==> config.mk <==
export PLATFORM = sky130hd
export DESIGN_NAME = mem_arbiter
export DESIGN_NICKNAME = d
export VERILOG_FILES = /design/src/rtl/mem_arbiter.sv
export SDC_FILE = /design/constraint.sdc
export NUM_CORES = 1
export LEC_CHECK = 0
export ABC_AREA = 1
export ABC_CLOCK_PERIOD_IN_PS = 2029
export CAP_MARGIN = 20
export CELL_PAD_IN_SITES_DETAIL_PLACEMENT = 1
export CELL_PAD_IN_SITES_GLOBAL_PLACEMENT = 1
export CORE_MARGIN = 2
export CORE_UTILIZATION = 22
export DETAILED_ROUTE_END_ITERATION = 16
export PLACE_DENSITY_LB_ADDON = 0.1
export SKIP_LAST_GASP = 1
export SLEW_MARGIN = 20
export SYNTH_ARGS = -nofsm -noshare
export SYNTH_HDL_FRONTEND = slang
export SYNTH_SLANG_ARGS = --single-unit
==> constraint.sdc <==
create_clock -name clk -period 2.03 [get_ports clk]
set_clock_uncertainty 0.05 [all_clocks]
set_input_delay 0.406 -clock clk [delete_from_list [all_inputs] [get_ports clk]]
set_output_delay 0.406 -clock clk [all_outputs]
set_load 0.01 [all_outputs]
==> src/rtl/mem_arbiter.sv <==
// Purpose: arbitrates one pipelined unified memory between I-fetch and D paths (block fills, single-word writes).
// Latency: grant one cycle after req is sampled; fill issues BURST reads back-to-back, done with the BURST-th mem_valid.
// Backpressure: requesters hold req until done; memory stalls are absorbed by the receive counter. Build option: MEM_ARB_RR_EN.
`timescale 1ns/1ps
module mem_arbiter #(
  parameter int ADDR_W  = 16,
  parameter int DATA_W  = 16,
  parameter int BURST   = 8,
  parameter int MEM_LAT = 4
) (
  input  logic                     clk,
  input  logic                     rst_n,
  input  logic                     i_req,
  input  logic [ADDR_W-1:0]        i_addr,
  output logic                     i_grant,
  output logic                     i_data_valid,
  output logic                     i_done,
  input  logic                     d_req,
  input  logic                     d_wr,
  input  logic [ADDR_W-1:0]        d_addr,
  input  logic [DATA_W-1:0]        d_wdata,
  output logic                     d_grant,
  output logic                     d_data_valid,
  output logic                     d_done,
  output logic [$clog2(BURST)-1:0] word_idx,
  output logic [DATA_W-1:0]        rd_data,
  output logic                     mem_en,
  output logic                     mem_wr,
  output logic [ADDR_W-1:0]        mem_addr,
  output logic [DATA_W-1:0]        mem_wdata,
  input  logic [DATA_W-1:0]        mem_rdata,
  input  logic                     mem_valid
);

  localparam int IDX_W = $clog2(BURST);
  localparam int ISS_W = IDX_W + 1;
  // Clears the byte offset within a 2*BURST-byte block.
  localparam logic [ADDR_W-1:0] BLK_MASK = ~(ADDR_W'(2 * BURST - 1));

  // A zero-latency memory would return data in the issue cycle, which the receive path does not expect.
  if (MEM_LAT < 1) begin : g_lat_chk
    $error("mem_arbiter: MEM_LAT must be at least 1");
  end

  typedef enum logic [1:0] {IDLE, I_FILL, D_FILL, D_WRITE} state_t;

  state_t            state;
  logic [ISS_W-1:0]  iss_cnt;
  logic [IDX_W-1:0]  rcv_cnt;
  logic [ADDR_W-1:0] base;
  logic              pick_d;
  logic              in_fill;
  logic              issuing;
  logic              fill_vld;
  logic              fill_last;

`ifdef MEM_ARB_RR_EN
  // Set when D owned the memory most recently; reset value means I.
  logic last_d;

  // On a tie, hand the memory to whichever side did not have it last.
  always_comb pick_d = d_req & (~i_req | ~last_d);
`else
  // Data side always wins ties.
  always_comb pick_d = d_req;
`endif

  // Decode fill progress from state and counters.
  always_comb begin
    in_fill   = (state == I_FILL) || (state == D_FILL);
    issuing   = in_fill && (iss_cnt < ISS_W'(BURST));
    fill_vld  = in_fill && mem_valid;
    fill_last = fill_vld && (rcv_cnt == IDX_W'(BURST - 1));
  end

  // Arbitration, block base capture, issue/receive counting.
  always_ff @(posedge clk or negedge rst_n) begin
    if (!rst_n) begin
      state   <= IDLE;
      iss_cnt <= '0;
      rcv_cnt <= '0;
      base    <= '0;
`ifdef MEM_ARB_RR_EN
      last_d  <= 1'b0;
`endif
    end else begin
      case (state)
        IDLE: begin
          iss_cnt <= '0;
          rcv_cnt <= '0;
          if (pick_d) begin
            state <= d_wr ? D_WRITE : D_FILL;
            base  <= d_addr & BLK_MASK;
`ifdef MEM_ARB_RR_EN
            last_d <= 1'b1;
`endif
          end else if (i_req) begin
            state <= I_FILL;
            base  <= i_addr & BLK_MASK;
`ifdef MEM_ARB_RR_EN
            last_d <= 1'b0;
`endif
          end
        end
        I_FILL, D_FILL: begin
          if (issuing)   iss_cnt <= iss_cnt + 1'b1;
          if (fill_vld)  rcv_cnt <= rcv_cnt + 1'b1;
          if (fill_last) state   <= IDLE;
        end
        D_WRITE: state <= IDLE;
        default: state <= IDLE;
      endcase
    end
  end

  // Requester-facing outputs; valids are gated by state so stray mem_valid in IDLE is dropped.
  always_comb begin
    i_grant      = (state == I_FILL);
    d_grant      = (state == D_FILL) || (state == D_WRITE);
    i_data_valid = (state == I_FILL) && mem_valid;
    d_data_valid = (state == D_FILL) && mem_valid;
    i_done       = (state == I_FILL) && fill_last;
    d_done       = ((state == D_FILL) && fill_last) || (state == D_WRITE);
    word_idx     = fill_vld ? rcv_cnt : '0;
    rd_data      = fill_vld ? mem_rdata : '0;
  end

  // Memory-facing outputs; address and write data are forced to 0 whenever no access is issued.
  always_comb begin
    mem_en    = issuing || (state == D_WRITE);
    mem_wr    = (state == D_WRITE);
    mem_addr  = '0;
    mem_wdata = '0;
    if (issuing) begin
      mem_addr = base + (ADDR_W'(iss_cnt) << 1);
    end else if (state == D_WRITE) begin
      mem_addr  = d_addr;
      mem_wdata = d_wdata;
    end
  end

endmodule

==> qor.yml <==
route:
  drtAntennaViolNets: 0
  firstDrtPassIters: 4
  viasPerCell: 4.34
  totalWireLength_um: 7120
  via_count: 2448
  wl_per_cell_um: 12.6
  drc: 0
  drtIter0Drc: 37
clocking:
  htree_num_levels: 1
  postCtsHoldBufs: 0
  cts_tree: "done"
  cts_buffers: 3
  cts-root-buf: "clkbuf_8"
  numClockSinks: 21
  clk_latency_ns: 0.26
  clk_path_buf_depth: 2
  path_clk_slew_ns: 0.08
sta:
  finalWorstSetupSlack_ns: -0.152
  slew_violations: 0
  rsz0062_at_grt: "true"
  slew-limit-headroom: 0.762
  timing.final.crit_share: 1.07
  hold_viol: 0
  fin_tns_setup_ns: -3.64
  setup_viol: 34
  worstMarginPinSlew_ns: 0.353
  max_clock_freq_ghz: 0.458
  fin_crit_ns: 2.18
final_layout:
  layout-drive-gt1-share: 0.255
  num_antenna_cells: 0
  layout.nets: 540
  syn_to_final_growth_pct: 93.7
  n_fill_cell: 1066
pwr:
  vdd_drop_max_mv: 0.404
  p_total_w: 0.00450
  leakagePower_nw: 1.83
  powerDensity_nw_per_um2: 1280
setup_path:
  path_class: "reg2out"
  worst_path_max_delay_cell: "dfrtp_1"
  worst-path-buf-inv: 5
  crit_start: "state[1]"
  cp.required_ns: 1.57
  start_kind: "flop"
  cpPeakStageDelay_ns: 0.36
  crit_fanout: 10
  crit_family: "buffers and inverters"
  crit_path_end_kind: "output pin"
  cp.arrival_ns: 1.73
  r2r_start: "state[0]"
  cp_cell_sequence: "inv_2 > ha_4 > inv_4 > nor2_4 > buf_4 > clkbuf_16 > nor2_1 > dlygate4sd2_1"
yosys:
  synthCells: 301
  synth_seq_cells: 21
  synthFlopType: "dfrtp_1"
  synth_edf_count: 0
  synth.net_count: 381
  async_flop_share: 1.00
  netlist_area_um2: 1810
  synth_cell_type_count: 21
  synth_area_per_cell_um2: 6.03
  ys_seq_area_frac: 0.290
  ys_warn_count: 0
die:
  rows: 33
  boundaryPins: 129
  die-area_um2: 8990
  start_util: 0.224
  coreArea_um2: 8090
  die_h_um: 94.8
  die_w_um: 94.8
global_routing:
  antenna_found_initial: 0
  grt_pass1_wl_um: 11400
  grt_pass1_vias: 2489
  grt_overflow: 0
  grt_max_degree: 25
  grt_usage: 0.158
placed_design:
  hpwlAfterDp_um: 5510
  gp_congestion: 0.810
  portBuffers: 124
status:
  violations: "setup timing"
  status: "finished with violations"
worst_hold_path:
  hp-class: "in2async"
job:
  max_cap_violations: 0
-- where the power goes --
part | internal [W] | switching, W | total (W) | leakage, nW
Sequential | 0.000618 | 0.000137 | 0.000755 | 0.252
Clock | 0.000140 | 0.000149 | 0.000289 | 0.0228
Combinational | 0.00168 | 0.00178 | 0.00345 | 1.55
Total | 0.00243 | 0.00206 | 0.00450 | 1.83
-- state kept, by name, summed over array words and instances (netlist names) --
name	flops
base	12
iss_cnt	4
rcv_cnt	3
state	2
-- layout make-up --
cell class | count | area, µm² | share of cell area
flip-flops and latches | 21 | 526 | 0.150
multi-input cells | 223 | 1160 | 0.329
well taps | 105 | 131 | 0.0374
repair buffers | 166 | 1480 | 0.422
inverters | 45 | 174 | 0.0495
clock buffers | 4 | 45.0 | 0.0128
-- cells in the final DEF (no fill, tap or decap), types with 7 or more instances in the layout --
master	synthesis	final
nor2_1	57	49
clkdlybuf4s50_1	0	64
buf_2	8	34
buf_6	2	8
dlygate4sd2_1	0	22
o21ai_0	20	12
dfrtp_1	21	21
inv_1	42	39
a31oi_1	12	12
nor2_2	2	7
o21ai_1	1	8
buf_4	0	30
nand2_1	100	92
-- path summary, 6_finish.rpt --
kind,end,slack (ns),depth (start not counted)
worst min-delay path,base[9],0.45,2
worst max-delay path,mem_wdata[7],-0.15,8
max in group asynchronous,state[0],1.24,2
worst max register to register,state[1],0.35,8
worst min register to register,iss_cnt[0],0.49,1
min in group clk,iss_cnt[0],0.49,1
-- layer usage --
metal  part of all wire  wire, µm  vias to the layer above  global-route usage
met5                  0         0                        -                   0
met4             0.0087        62                        0              0.0386
met3              0.079       565                        5              0.0351
met2               0.47      3320                       82               0.272
met1               0.45      3180                     1114               0.202
li1                   -         -                     1247                   -
-- what timing repair did --
item	in CTS	in global routing
cloned	1	1
resized for setup	175	57
endpoints found under the setup margin	59	55
setup buffers	5	3
hold endpoints to repair	0	0
pin swaps	3	2
-- per-stage QoR --
step	worst slack (ns)	cell area, µm²	hold slack, ns	cells	util
6_report	-0.152	3510	0.452	564	0.434
5_1_grt	-0.262	3510	0.474	564	0.434
4_1_cts	-0.191	3420	0.452	560	0.422
3_3_place_gp	-0.352	3390	0.480	550	0.419
2_1_floorplan	0.137	1810	0.0604	301	-
3_5_place_dp	-0.356	3390	0.490	550	0.419
-- Yosys cell counts, types with 2 or more instances --
master	n	share of area
inv_2	3	0.0062
a21oi_1	4	0.011
nor2_1	57	0.12
a31oi_1	12	0.041
nand4_1	3	0.010
nand2_1	100	0.21
a22o_1	2	0.0097
nand3_1	6	0.017
ha_1	10	0.069
buf_6	2	0.012
inv_1	42	0.087
clkbuf_1	2	0.0041
nor2_2	2	0.0069
nor2_4	3	0.019
buf_2	8	0.022
o21ai_0	20	0.055
dfrtp_1	21	0.29
-- kinds of logic (layout without fill, tap and decap cells) --
group	count (synthesis)	after routing	share of synthesized area
xor gates and xnor gates	1	1	0.00483
and+or+nand+nor	172	172	0.381
buffers and inverters	57	215	0.132
adders and majority gates	10	10	0.0690
DFF	21	21	0.290
AOI/OAI and AO/OA	40	40	0.123
(Power assumes the default switching activity.)
